## src/rtl/mnist_argmax_if.sv

```systemverilog
// Logit stream in, classification result and status flags out.
interface mnist_argmax_if #(
  parameter int unsigned N       = 8,
  parameter int unsigned CHANNEL = 10,
  parameter int unsigned ACC_W   = 16,
  parameter int unsigned CLASS_W = 4
);
  logic                   input_vld;
  logic [CHANNEL*N-1:0]   input_din;
  logic                   input_end;
  logic [CLASS_W-1:0]     class_dout;
  logic [ACC_W-1:0]       score_dout;
  logic                   class_vld;
  logic                   busy;
  logic                   frame_err;
  logic                   drop_err;

  // Upstream producer / result consumer side.
  modport master (
    output input_vld, input_din, input_end,
    input  class_dout, score_dout, class_vld, busy, frame_err, drop_err
  );

  // Classifier side.
  modport slave (
    input  input_vld, input_din, input_end,
    output class_dout, score_dout, class_vld, busy, frame_err, drop_err
  );
endinterface

```

## src/rtl/mnist_argmax.sv

```systemverilog
// Classifier head: sums each logit channel over one image, then scans the
// sums for the strict signed maximum (lowest index wins ties).
module mnist_argmax #(
  parameter int unsigned N       = 8,
  parameter int unsigned CHANNEL = 10,
  parameter int unsigned SIZE    = 1,
  parameter int unsigned ACC_W   = 16,
  parameter int unsigned CLASS_W = 4
) (
  input  logic             clk,
  input  logic             rst_n,
  mnist_argmax_if.slave    io
);
  localparam int unsigned BEATS = SIZE * SIZE;
  localparam int unsigned CNT_W = (BEATS > 1) ? $clog2(BEATS) : 1;
  localparam logic [CNT_W-1:0]   LAST_CNT = CNT_W'(BEATS - 1);
  localparam logic [CLASS_W-1:0] LAST_IDX = CLASS_W'(CHANNEL - 1);

  typedef enum logic [1:0] {ACCUM, SCAN, OUT} state_t;

  state_t                    state;
  logic signed [ACC_W-1:0]   acc [CHANNEL];
  logic signed [ACC_W-1:0]   ext [CHANNEL];
  logic [CNT_W-1:0]          cnt;
  logic [CLASS_W-1:0]        idx;
  logic signed [ACC_W-1:0]   best;
  logic [CLASS_W-1:0]        best_idx;
  logic [CLASS_W-1:0]        class_q;
  logic [ACC_W-1:0]          score_q;
  logic                      class_vld_q;
  logic                      busy_q;
  logic                      frame_err_q;
  logic                      drop_err_q;
  logic signed [ACC_W-1:0]   cur;
  logic                      take;
  logic                      last_beat;

  // Sign-extend each incoming lane to accumulator width.
  always_comb begin
    for (int unsigned c = 0; c < CHANNEL; c++) begin
      ext[c] = ACC_W'($signed(io.input_din[c*N +: N]));
    end
  end

  // Scan candidate and whether it replaces the running best.
  always_comb begin
    cur       = acc[idx];
    take      = (idx == '0) || (cur > best);
    last_beat = (cnt == LAST_CNT);
  end

  // Control FSM with accumulators and registered outputs.
  always_ff @(posedge clk or negedge rst_n) begin
    if (!rst_n) begin
      state       <= ACCUM;
      cnt         <= '0;
      idx         <= '0;
      best        <= '0;
      best_idx    <= '0;
      class_q     <= '0;
      score_q     <= '0;
      class_vld_q <= 1'b0;
      busy_q      <= 1'b0;
      frame_err_q <= 1'b0;
      drop_err_q  <= 1'b0;
      for (int unsigned c = 0; c < CHANNEL; c++) acc[c] <= '0;
    end else begin
      class_vld_q <= 1'b0;
      frame_err_q <= 1'b0;
      drop_err_q  <= 1'b0;
      case (state)
        ACCUM: begin
          if (io.input_vld) begin
            if (last_beat) begin
              for (int unsigned c = 0; c < CHANNEL; c++) acc[c] <= acc[c] + ext[c];
              cnt    <= '0;
              idx    <= '0;
              busy_q <= 1'b1;
              state  <= SCAN;
            end else if (io.input_end) begin
              frame_err_q <= 1'b1;
              cnt         <= '0;
              for (int unsigned c = 0; c < CHANNEL; c++) acc[c] <= '0;
            end else begin
              for (int unsigned c = 0; c < CHANNEL; c++) acc[c] <= acc[c] + ext[c];
              cnt <= cnt + 1'b1;
            end
          end
        end
        SCAN: begin
          drop_err_q <= io.input_vld;
          if (take) begin
            best     <= cur;
            best_idx <= idx;
          end
          // Final compare folds straight into the output registers so the
          // result is valid in the OUT cycle itself.
          if (idx == LAST_IDX) begin
            class_vld_q <= 1'b1;
            class_q     <= take ? idx : best_idx;
            score_q     <= take ? cur : best;
            state       <= OUT;
          end else begin
            idx <= idx + 1'b1;
          end
        end
        OUT: begin
          drop_err_q <= io.input_vld;
          busy_q     <= 1'b0;
          for (int unsigned c = 0; c < CHANNEL; c++) acc[c] <= '0;
          state      <= ACCUM;
        end
        default: state <= ACCUM;
      endcase
    end
  end

  assign io.class_dout = class_q;
  assign io.score_dout = score_q;
  assign io.class_vld  = class_vld_q;
  assign io.busy       = busy_q;
  assign io.frame_err  = frame_err_q;
  assign io.drop_err   = drop_err_q;
endmodule

```

## src/flat_wrapper.sv

```systemverilog
// flat-port wrapper written by rule: the top's interface ports become plain ports
module mnist_argmax_flat 
#(
  parameter int unsigned N       = 8,
  parameter int unsigned CHANNEL = 10,
  parameter int unsigned SIZE    = 1,
  parameter int unsigned ACC_W   = 16,
  parameter int unsigned CLASS_W = 4
)
  (clk, rst_n, io_input_vld, io_input_din, io_input_end, io_class_dout, io_score_dout, io_class_vld, io_busy, io_frame_err, io_drop_err);
  mnist_argmax_if #(.N(N), .CHANNEL(CHANNEL), .ACC_W(ACC_W), .CLASS_W(CLASS_W)) io_i ();
  input  logic clk;
  input  logic rst_n;
  input wire logic [$bits(io_i.input_vld)-1:0] io_input_vld;
  input wire logic [$bits(io_i.input_din)-1:0] io_input_din;
  input wire logic [$bits(io_i.input_end)-1:0] io_input_end;
  output wire logic [$bits(io_i.class_dout)-1:0] io_class_dout;
  output wire logic [$bits(io_i.score_dout)-1:0] io_score_dout;
  output wire logic [$bits(io_i.class_vld)-1:0] io_class_vld;
  output wire logic [$bits(io_i.busy)-1:0] io_busy;
  output wire logic [$bits(io_i.frame_err)-1:0] io_frame_err;
  output wire logic [$bits(io_i.drop_err)-1:0] io_drop_err;
  assign io_i.input_vld = io_input_vld;
  assign io_i.input_din = io_input_din;
  assign io_i.input_end = io_input_end;
  assign io_class_dout = io_i.class_dout;
  assign io_score_dout = io_i.score_dout;
  assign io_class_vld = io_i.class_vld;
  assign io_busy = io_i.busy;
  assign io_frame_err = io_i.frame_err;
  assign io_drop_err = io_i.drop_err;
  mnist_argmax #(.N(N), .CHANNEL(CHANNEL), .SIZE(SIZE), .ACC_W(ACC_W), .CLASS_W(CLASS_W)) u_core (.clk(clk), .rst_n(rst_n), .io(io_i));
endmodule
```

## config.mk

```make
export PLATFORM = sky130hd
export DESIGN_NAME = mnist_argmax_flat
export DESIGN_NICKNAME = d
export VERILOG_FILES = /design/src/rtl/mnist_argmax_if.sv /design/src/rtl/mnist_argmax.sv /design/src/flat_wrapper.sv
export SDC_FILE = /design/constraint.sdc
export NUM_CORES = 1
export LEC_CHECK = 0
export CORE_ASPECT_RATIO = 1.75
export CORE_MARGIN = 3
export CORE_UTILIZATION = 45
export CTS_CLUSTER_SIZE = 30
export DETAILED_ROUTE_END_ITERATION = 6
export GPL_ROUTABILITY_DRIVEN = 0
export PLACE_DENSITY = 0.63
export SYNTH_ARGS = -nofsm -noshare
export SYNTH_HDL_FRONTEND = slang
export SYNTH_SLANG_ARGS = --single-unit
```

## constraint.sdc

```tcl
create_clock -name clk -period 4.12 [get_ports clk]
set_clock_uncertainty 0.2 [all_clocks]
set_input_delay 0.824 -clock clk [delete_from_list [all_inputs] [get_ports clk]]
set_output_delay 0.824 -clock clk [all_outputs]
set_load 0.02 [all_outputs]
```

==> flow_summary.yaml, run 1 <==
run_status:
  status: "finished, final reports clean"
final_layout:
  final_util: 0.544
  fillers: 3248
  layout_commonest_cell: "nand2_1"
  fin_nets: 2236
  diodes: 0
  area_growth_pct: 18.4
  drive_gt1_frac: 0.101
  postLayoutCellArea_mm2: 0.0194
  layout_common_cells: "nand2_1, o21ai_0, dfrtp_1, ha_1, a21oi_1"
sta:
  fmax_mhz: 255
  worst_slack_ns: 0.205
  worst_slew_pin_slew_ns: 0.978
  slew_headroom: 0.348
  fin_crit_ns: 3.91
  finalHoldViolations: 0
  setup_violations: 0
  min_period_over_period: 0.950
  finalMaxSlewViolations: 0
clock_network:
  hold_buffers: 0
  ctsLongestPathBuffers: 3
  cts_num_sinks: 211
  clkTransAtPathRegs_ns: 0.06
  clkLatencyLatePin_ns: 0.53
  root_buffer: "clkbuf_16"
  cts_inserted_buffers: 23
  cts_tree: "yes"
  htree_num_levels: 1
floorplan:
  io_pins: 108
  coreArea_mm2: 0.0356
  rows: 91
  die_area_mm2: 0.0388
  start_util: 0.460
  die_y_um: 258
  fp.dieW_um: 150
setup_path:
  r2r-end: "u_core.io.score_dout[15]"
  endpoint_kind: "flop"
  worst_ep_required_time_ns: 4.32
  crit_type: "reg -> reg"
  path_max_fanout: 15
  ff2ff_setup_slack_ns: 0.21
  rr_worst_depth: 14
  crit_path_start_kind: "flop"
  crit_slowest_cell: "mux4_2"
  reg2reg_from: "u_core.idx[0]"
  cpPeakStageDelay_ns: 0.60
  crit_chain: "clkbuf_16, mux4_2, a221oi_2, a21oi_2, ha_1, nand4_1, o211a_1, o211ai_1, mux2i_2, buf_6, buf_12, nor3_1, a21oi_1, o21ai_0"
  crit_arrival_ns: 4.11
detailed_routing:
  dr_total_vias: 14400
  ant_nets: 0
  drt_first_pass_iters: 5
  wl_per_cell_um: 19.3
  dr.first_iter.drc_count: 799
  viasPerCell: 5.90
  wirelength_mm: 47.3
  drc_errors: 0
logic_synthesis:
  yosys.area.top_type: "dfrtp_1"
  netlist_area_mm2: 0.0164
  synth_top_area_frac: 0.322
  ys_ff_latch: 211
  synth.area.top_cells: "dfrtp_1, ha_1, o21ai_0"
  ys_warn_count: 0
  yosysSeqAreaShare: 0.322
  syn-num-nets: 2108
  synth.distinct_cells: 69
  avgSynthCellArea_um2: 8.89
  synth_edf_count: 0
  yosys_most_used_dff: "dfrtp_1"
  async_reset_ff_frac: 1.00
  synthCells: 1842
flow_run:
  maxCapViolations: 0
place:
  portBuffers: 107
  place_ws_ns: 0.0794
  placed_area_mm2: 0.0183
  dp_hpwl_mm: 35.4
power_and_ir_drop:
  leakagePower_nw: 8.60
  peakVddDrop_v: 0.000445
  p_per_area_mw_per_mm2: 912
  finalPower_mw: 17.7
min_path:
  hold_path.class: "in -> async"
global_routing:
  antenna_found_initial: 0
  grt_max_degree: 107
  grt.overflow.total: 0
  grt_usage: 0.239
  grt_pass1_wl_mm: 74.6
  grt_pass1_vias: 14200
flip-flops by register name (all words and copies together) (netlist names):
register / flops
u_core.acc: 160
u_core.best: 16
u_core.io.score_dout: 16
u_core.best_idx: 4
u_core.idx: 4
u_core.io.class_dout: 4
u_core.state: 2
u_core.cnt: 1
u_core.io.busy: 1
u_core.io.class_vld: 1
u_core.io.drop_err: 1
u_core.io.frame_err: 1
cell families (layout without fill, tap and decap cells):
| logic type | after synthesis | after routing | share of synthesized area |
|---|---|---|---|
| simple gates | 498 | 498 | 0.136 |
| xor+xnor | 118 | 118 | 0.0631 |
| fa+ha+maj | 182 | 182 | 0.144 |
| mux | 56 | 56 | 0.0616 |
| buf+inv | 134 | 275 | 0.0316 |
| compound gates | 643 | 643 | 0.242 |
| flops | 211 | 211 | 0.322 |
routing by layer:
layer	vias to the layer above	routed length, um	global-route usage
met1	7008	18500	0.278
met4	0	2400	0.117
met2	315	24800	0.436
met5	-	0	0
li1	7029	-	-
met3	95	1560	0.0194
synth_stat cells (15+ instances only):
cell type	count
nand2_1	242
o21ai_0	224
dfrtp_1	211
ha_1	172
a21oi_1	170
nor2_1	114
inv_1	64
xnor2_1	63
xor2_1	55
clkbuf_1	52
a21o_1	44
a22o_1	37
mux4_2	34
nor3_1	28
a211oi_1	23
o21a_1	21
o21bai_1	21
nand3_1	20
a221oi_1	18
nand4_1	17
nor2b_1	17
a31oi_1	16
mux2_2	15
worst max path at each step:
stage | from | endpoint | slack, ns
finish | u_core.idx[0] | u_core.io.score_dout[15] | 0.21
CTS | u_core.idx[0] | u_core.io.score_dout[15] | 0.06
global placement | u_core.idx[0] | u_core.io.score_dout[15] | 0.11
floorplan | u_core.idx[0] | u_core.best[0] | 0.04
global route | u_core.idx[0] | u_core.io.score_dout[7] | -0.004
detailed placement | u_core.idx[0] | u_core.io.score_dout[15] | 0.08
power by group:
part           switching (mW)  internal [mW]  total (mW)
Clock                   0.876           1.10        1.97
Sequential               1.09           3.04        4.12
Combinational            6.24           5.35        11.6
Total                    8.20           9.49        17.7
layout make-up:
type                       instances  area, um^2  area share
timing repair buffer             173        1830      0.0943
inverter                          64         240      0.0124
clock inverter                     7        50.0     0.00258
sequential                       211        5280       0.272
multi-input combinational       1497       10800       0.555
tap                              465         582      0.0300
clock buffer                      31         646      0.0333
per-stage QoR:
step           hold slack (ns)  setup TNS [ns]  cells
2_1_floorplan            0.250               0   1842
3_3_place_gp             0.261               0   2393
3_5_place_dp             0.274               0   2393
4_1_cts                  0.120               0   2431
5_1_grt                  0.119        -0.00570   2448
6_report                0.0826               0   2448
critical path, delay by kind of cell, from the launching register on:
family | cells | cell delay, ns
AO/OA/AOI/OAI | 6 | 1.21
multiplexers | 2 | 0.85
adder cells (fa/ha/maj) | 1 | 0.35
buffers and inverters | 3 | 0.51
flip-flops | 1 | 0.42
AND/OR/NAND/NOR | 2 | 0.24
repair_timing:
action | 4_1_cts | 5_1_grt
setup buffers | 0 | 13
endpoints found under the setup margin | 0 | 39
resized for setup | 0 | 34
Note: power is estimated with default switching activity, not from simulation.
==> inputs of run 2 (changes only) <==
Settings changed: CORE_ASPECT_RATIO 1.75 to 0.6.
==> flow_summary.yaml, run 2 (synthesized netlist as in run 1, its figures left out) <==
floorplan:
  die_area_mm2: 0.0388
  coreArea_mm2: 0.0354
  rows: 53
  start_util: 0.463
  fp.dieW_um: 252
  io_pins: 108
  die_y_um: 154
sta:
  setup_tns_ns: 0
  hold_slack_ns: 0.0897
  fmax_mhz: 246
  min_period_over_period: 0.986
  setup_violations: 0
  fin_crit_ns: 4.06
  slew_headroom: 0.227
  worst_slew_pin_slew_ns: 1.16
  finalHoldViolations: 0
  rsz0062_at_grt: "true"
  finalMaxSlewViolations: 0
final_layout:
  largest_register_ffs: 160
  final_util: 0.550
  layout_commonest_cell: "nand2_1"
  seq_area_mm2: 0.00528
  diodes: 0
  drive_gt1_frac: 0.104
  fin_nets: 2243
  multi_input_area_mm2: 0.0108
  layout_common_cells: "nand2_1, o21ai_0, dfrtp_1, ha_1, a21oi_1"
  postLayoutCellArea_mm2: 0.0195
  fin_cells: 2458
  fillers: 3243
  area_growth_pct: 18.9
  regMostFlops: "u_core.acc"
detailed_routing:
  drc_errors: 0
  viasPerCell: 5.94
  drt_first_pass_iters: 5
  dr.first_iter.drc_count: 1059
  dr_total_vias: 14600
  ant_nets: 0
  wl_per_cell_um: 19.4
  wirelength_mm: 47.7
power_and_ir_drop:
  p_per_area_mw_per_mm2: 942
  leakagePower_nw: 8.65
  peakVddDrop_v: 0.000493
clock_network:
  clkLatencyLatePin_ns: 0.56
  htree_num_levels: 1
  ctsLongestPathBuffers: 3
  cts_num_sinks: 211
  cts_tree: "yes"
  cts_inserted_buffers: 23
  root_buffer: "clkbuf_16"
  clkTransAtPathRegs_ns: 0.07
  hold_buffers: 0
flow_run:
  maxCapViolations: 0
place:
  dp_hpwl_mm: 35.3
  placed_area_mm2: 0.0183
  portBuffers: 107
  dp.cells: 2399
global_routing:
  grt_usage: 0.240
  grt_max_degree: 91
  antenna_found_initial: 1
  grt.overflow.total: 0
  grt_pass1_wl_mm: 74.8
  grt_pass1_vias: 13400
run_status:
  status: "finished, final reports clean"
setup_path:
  endpoint_kind: "flop"
  crit_arrival_ns: 4.28
  path_max_fanout: 8
  worst_ep_required_time_ns: 4.34
  crit_type: "reg -> reg"
  crit_path_start_kind: "flop"
min_path:
  hold_path.class: "in -> async"
-- run 2: cell types whose count changed in the layout (fill, tap and decap cells not counted), sizes merged --
| cell | delta |
|---|---|
| clkinvlp | +1 |
| bufinv | +2 |
| clkbuf | -2 |
| clkinv | +1 |
| buf | +6 |
-- run 2: worst paths after layout --
kind / start / end / slack [ns] / cells past startpoint
min reg2reg: u_core.io.class_dout[2] / u_core.io.class_dout[2] / 0.28 / 2
min in group clk: u_core.io.class_dout[2] / u_core.io.class_dout[2] / 0.28 / 2
max: u_core.idx[0] / u_core.io.score_dout[5] / 0.06 / 14
max reg2reg: u_core.idx[0] / u_core.io.score_dout[5] / 0.06 / 14
max in group asynchronous: rst_n / u_core.acc[3] / 2.79 / 2
min: rst_n / u_core.acc[145] / 0.09 / 1
-- run 2: metrics by stage --
stage	setup WS [ns]	power [mW]
2_1_floorplan	0.0423	11.5
3_3_place_gp	0.0682	14.6
3_5_place_dp	0.0417	14.8
4_1_cts	0.0336	17.0
5_1_grt	-0.107	19.9
6_report	0.0596	18.4
-- run 2: cell type report --
cell class,instances,area share
clock buffers,28,0.0310
flip-flops and latches,211,0.271
inverters,64,0.0123
multi-input cells,1497,0.554
well taps,467,0.0300
clock inverters,11,0.00636
repair buffers,180,0.0955
-- run 2: per-layer routing --
metal,share of wire,wire (um),track usage,up-vias
met5,0.00021,10,0,-
met4,0.021,1020,0.0488,2
met3,0.083,3970,0.0487,59
met2,0.40,19000,0.336,468
met1,0.50,23700,0.378,7020
li1,-,-,-,7046
-- run 2: critical path: stages, from the launching register on --
cell       delay [ns]
dfrtp_2          0.50
clkbuf_16        0.22
mux4_2           0.55
a221oi_1         0.37
a21oi_2          0.13
ha_1             0.36
nand4_1          0.10
a2111o_1         0.39
o211ai_1         0.12
mux2i_2          0.29
buf_6            0.19
buf_4            0.13
nor3_1           0.04
a21oi_1          0.22
o21ai_0          0.10
-- run 2: where the power goes --
group          switching, mW  total (mW)  internal, mW
Sequential              1.10        4.14          3.04
Combinational           6.48        12.1          5.63
Clock                  0.925        2.10          1.17
Total                   8.51        18.4          9.84
-- run 2: timing repair --
| item | CTS | global route |
|---|---|---|
| endpoints found under the setup margin | 0 | 40 |
| endpoints found under the hold margin | 0 | 0 |
| gates resized for setup | 0 | 48 |
| buffers inserted | 0 | 14 |
==> inputs of run 3 (changes only) <==
Settings changed: CELL_PAD_IN_SITES_DETAIL_PLACEMENT from default to 0, CELL_PAD_IN_SITES_GLOBAL_PLACEMENT from default to 1, CORE_UTILIZATION 45 to 43, CTS_BUF_LIST from default to sky130_fd_sc_hd__clkbuf_8, PLACE_DENSITY 0.63 to 0.76, TNS_END_PERCENT from default to 5.
==> flow_summary.yaml, run 3 (synthesized netlist as in run 1, its figures left out) <==
power_and_ir_drop:
  combPwrFrac: 0.656
  p_clk_frac: 0.112
  switching_share: 0.473
  power_switching_mw: 8.44
  peakVddDrop_v: 0.000802
  power.internal_mw: 9.42
  p_per_area_mw_per_mm2: 918
  leakagePower_nw: 8.68
  pwr-share-seq: 0.232
  finalPower_mw: 17.9
global_routing:
  grt_usage: 0.234
  grt.overflow.total: 0
  grt_pass1_vias: 13500
  antenna_found_initial: 0
  grt_pass1_wl_mm: 75.9
  grt_max_degree: 107
floorplan:
  fp.dieW_um: 258
  coreArea_mm2: 0.0370
  die_y_um: 157
  start_util: 0.443
  die_area_mm2: 0.0405
  rows: 54
  io_pins: 108
final_layout:
  layout_common_cells: "nand2_1, o21ai_0, dfrtp_1, ha_1, a21oi_1"
  regMostFlops: "u_core.acc"
  fin_cells: 2512
  fillers: 3399
  postLayoutCellArea_mm2: 0.0194
  fin_nets: 2245
  area_growth_pct: 18.7
  drive_gt1_frac: 0.108
  diodes: 0
  final_util: 0.526
  layout_commonest_cell: "nand2_1"
  largest_register_ffs: 160
clock_network:
  clkLatencyLatePin_ns: 0.57
  htree_num_levels: 2
  root_buffer: "clkbuf_8"
  cts_num_sinks: 211
  clkTransAtPathRegs_ns: 0.07
  hold_buffers: 0
  cts_inserted_buffers: 37
  ctsLongestPathBuffers: 3
  cts_tree: "yes"
detailed_routing:
  viasPerCell: 5.69
  ant_nets: 0
  drt_first_pass_iters: 7
  drc_errors: 2
  wl_per_cell_um: 19.2
  wirelength_mm: 48.4
  dr.first_iter.drc_count: 1334
  dr_total_vias: 14300
sta:
  worst_slew_pin_slew_ns: 0.920
  fin_crit_ns: 4.06
  fmax_mhz: 246
  slew_headroom: 0.387
  finalMaxSlewViolations: 0
  finalHoldViolations: 0
  setup_violations: 0
  min_period_over_period: 0.986
setup_path:
  crit_path_start_kind: "flop"
  worst_ep_required_time_ns: 4.34
  endpoint_kind: "flop"
  reg2reg_from: "u_core.idx[0]"
  path_max_fanout: 19
  crit_arrival_ns: 4.29
  r2r-end: "u_core.best_idx[3]"
  crit_type: "reg -> reg"
  rr_worst_depth: 14
  ff2ff_setup_slack_ns: 0.06
run_status:
  violations: "DRC"
  status: "finished, violations left"
flow_run:
  maxCapViolations: 0
place:
  dp.cells: 2430
  dp_hpwl_mm: 35.8
  placed_area_mm2: 0.0183
  portBuffers: 107
min_path:
  hold_path.class: "in -> async"
[run 3: timing repair]
action | in CTS | in global routing
setup buffers | 0 | 9
setup endpoints to repair | 0 | 39
gates resized for setup | 0 | 42
[run 3: worst max-delay path by stage]
stage / slack [ns] / cells past startpoint / to / from
6_report: 0.06 / 14 / u_core.best_idx[3] / u_core.idx[0]
2_1_floorplan: 0.04 / 17 / u_core.best[0] / u_core.idx[0]
3_3_place_gp: 0.12 / 15 / u_core.io.score_dout[11] / u_core.idx[0]
4_1_cts: 0.05 / 15 / u_core.io.score_dout[9] / u_core.idx[0]
3_5_place_dp: 0.07 / 11 / u_core.acc[62] / io_input_din[48]
5_1_grt: -0.08 / 15 / u_core.io.score_dout[15] / u_core.idx[0]
[run 3: stage by stage]
stage	hold slack, ns	setup TNS [ns]	setup WS, ns
2_1_floorplan	0.250	0	0.0423
3_3_place_gp	0.263	0	0.119
3_5_place_dp	0.271	0	0.0741
4_1_cts	0.137	0	0.0487
5_1_grt	0.156	-0.488	-0.0750
6_report	0.107	0	0.0577
[run 3: power groups by stage]
stage	combinational (mW)	sequential, mW	clock [mW]
final	11.7	4.14	2.00
after global routing	13.0	4.25	2.16
after CTS	10.6	4.08	2.07
after detailed placement	10.6	4.11	0
after global placement	10.4	4.08	0
after floorplan	7.92	3.62	0
[run 3: cell type report]
| class | instances | area [um^2] | share of cell area |
|---|---|---|---|
| inverters | 64 | 240 | 0.0124 |
| clock buffers | 48 | 661 | 0.0340 |
| multi-input cells | 1497 | 10800 | 0.554 |
| flip-flops and latches | 211 | 5280 | 0.272 |
| repair buffers | 168 | 1770 | 0.0912 |
| clock inverters | 20 | 83.8 | 0.00431 |
| well taps | 504 | 631 | 0.0324 |
[run 3: metal layers]
| layer | vias up | wire [um] | GRT usage |
|---|---|---|---|
| li1 | 7072 | - | - |
| met1 | 6778 | 24700 | 0.367 |
| met2 | 382 | 18900 | 0.322 |
| met3 | 54 | 3970 | 0.0584 |
| met4 | 0 | 776 | 0.0480 |
| met5 | - | 0 | 0 |
[run 3: critical path, stage by stage, from the launching register on]
cell       delay (ns)
dfrtp_2          0.51
buf_12           0.16
mux4_2           0.57
a221oi_2         0.30
a21oi_2          0.10
ha_1             0.36
nor2b_2          0.15
o211ai_1         0.10
a2111o_1         0.38
o211ai_1         0.12
mux2i_2          0.25
buf_6            0.17
o21ai_4          0.10
clkbuf_16        0.23
a32o_1           0.21
==> variant (config.mk and constraints of run 1) <==
`CHANNEL` is set to 10 in 3 places; all go to 9.
--- a/src/rtl/mnist_argmax_if.sv
+++ b/src/rtl/mnist_argmax_if.sv
@@ -3,3 +3,3 @@
   parameter int unsigned N       = 8,
-  parameter int unsigned CHANNEL = 10,
+  parameter int unsigned CHANNEL = 9,
   parameter int unsigned ACC_W   = 16,
--- a/src/rtl/mnist_argmax.sv
+++ b/src/rtl/mnist_argmax.sv
@@ -4,3 +4,3 @@
   parameter int unsigned N       = 8,
-  parameter int unsigned CHANNEL = 10,
+  parameter int unsigned CHANNEL = 9,
   parameter int unsigned SIZE    = 1,
--- a/src/flat_wrapper.sv
+++ b/src/flat_wrapper.sv
@@ -4,3 +4,3 @@
   parameter int unsigned N       = 8,
-  parameter int unsigned CHANNEL = 10,
+  parameter int unsigned CHANNEL = 9,
   parameter int unsigned SIZE    = 1,
Ports: changed (resized io_input_din); port bits go from 108 to 100. No check against the original RTL was run, so the function may have changed too.
==> variant against run 1 <==
- critical path depth up 1
- first-iteration DRC count decreased by 22%
- cell area is 12% lower
- non-clock buffer count decreased by 33
- setup slack got worse by 5.8 ps
- clock power decreased by 6%
- total power fell by 15%
- wire length shrank 16%
- sequential cell count is 16 lower
- critical path type unchanged
- area after synthesis is 9.6% lower
==> variant: results (changes against run 1) <==
- Status: complete, no violations (unchanged)
- Signal buffers: 140 (was 173)
- Buffering overhead: 0.0818 (was 0.0943)
- Synth warn: 0 (unchanged)
- Max VDD drop: 0.410 mV (was 0.445 mV)
- Worst Setup EP: u_core.best[6] (was u_core.io.score_dout[15])
- Largest net degree at the start of global routing: 95 (was 107)
- WL final: 39,900 um (was 47,300 um)
- Share of cell area taken by multi-input logic gates: 0.557 (was 0.555)
- Max_slew headroom: 0.466 (was 0.348)
- Cells after synthesis: 1,582 (was 1,842)
- Pwr/cell area: 882 nW/um2 (was 912 nW/um2)
- CTS Buffer Depth: 2 (was 3)
- Dpl cells: 2,066 (was 2,393)
- GRT Util Overall: 0.232 (was 0.239)
- Dpl ws: 139 ps (was 79.4 ps)
- Yosys cell types: 70 (was 69)
- Inverters: 44 (was 64)
- GR Util met1: 0.269 (was 0.278)
- Synth area leaders: dfrtp_1 33%, ha_1 13%, o21ai_0 6.5% (was dfrtp_1 32%, ha_1 13%, o21ai_0 6.8%)
- Seq/total area: 0.285 (was 0.272)
- Vias/cell: 5.92 (was 5.90)
- # fillers: 2,970 (was 3,248)
- Post-DP HPWL: 30,600 um (was 35,400 um)
- Number of port buffers: 99 (was 107)
- First-pass GRT wire length: 64,700 um (was 74,600 um)
- Nets: 1,926 (was 2,236)
- Met3 WL post-DR: 978 um (was 1560 um)
- #MultiIn Comb: 1,287 (was 1,497)
- Syn nets: 1,823 (was 2,108)
- Layout cells sized above 1: 0.0843 (was 0.101)
- Leakage: 7.69 nW (was 8.60 nW)
- Post-Place Cell Area: 16,500 um2 (was 18,300 um2)
- Clock buffers: 18 (was 31)
- Vias in the first global route: 12,500 (was 14,200)
- Critical Path Fanout Max: 17 (was 15)
- Initial DRC Count: 624 (was 799)
- GRT met3 Usage: 0.0309 (was 0.0194)
- Met2 Track Usage GR: 0.418 (was 0.436)
- Synth Area per Inst: 9.36 um2 (was 8.89 um2)
- Largest register FFs: 144 (was 160)
- H-tree depth: 4 (was 1)
- Final hold slack: 161 ps (was 82.6 ps)
- CTS Buf Count: 17 (was 23)
- Reg2reg end: u_core.best[6] (was u_core.io.score_dout[15])
- Final worst setup slack: 199 ps (was 205 ps)
- Total number of vias: 12,400 (was 14,400)
==> variant: worst max-delay path, cell delays in order (launching register included) <==
cell     delay (ps)
dfrtp_2         420
buf_12          190
mux4_2          570
mux2i_1         240
o21ai_0         230
ha_1            270
a21o_1          170
a21o_1          170
a21o_1          170
a21oi_1         140
o21ai_0          80
a21oi_1         130
a221o_1         140
a21o_1          170
buf_12          170
mux2_2          340
==> variant: kinds of logic after synthesis <==
logic type | after synthesis | share of synthesized area
compound gates | 513 | 0.225
xor+xnor | 104 | 0.0615
mux | 86 | 0.0867
fa+ha+maj | 165 | 0.144
simple gates | 419 | 0.127
flops | 195 | 0.330
buf+inv | 100 | 0.0262
==> variant: report_power, final <==
part / total, mW / switching, mW / internal, mW
clock network: 1.85 / 0.812 / 1.04
registers: 3.77 / 0.943 / 2.82
logic: 9.50 / 5.10 / 4.40
total: 15.1 / 6.86 / 8.26
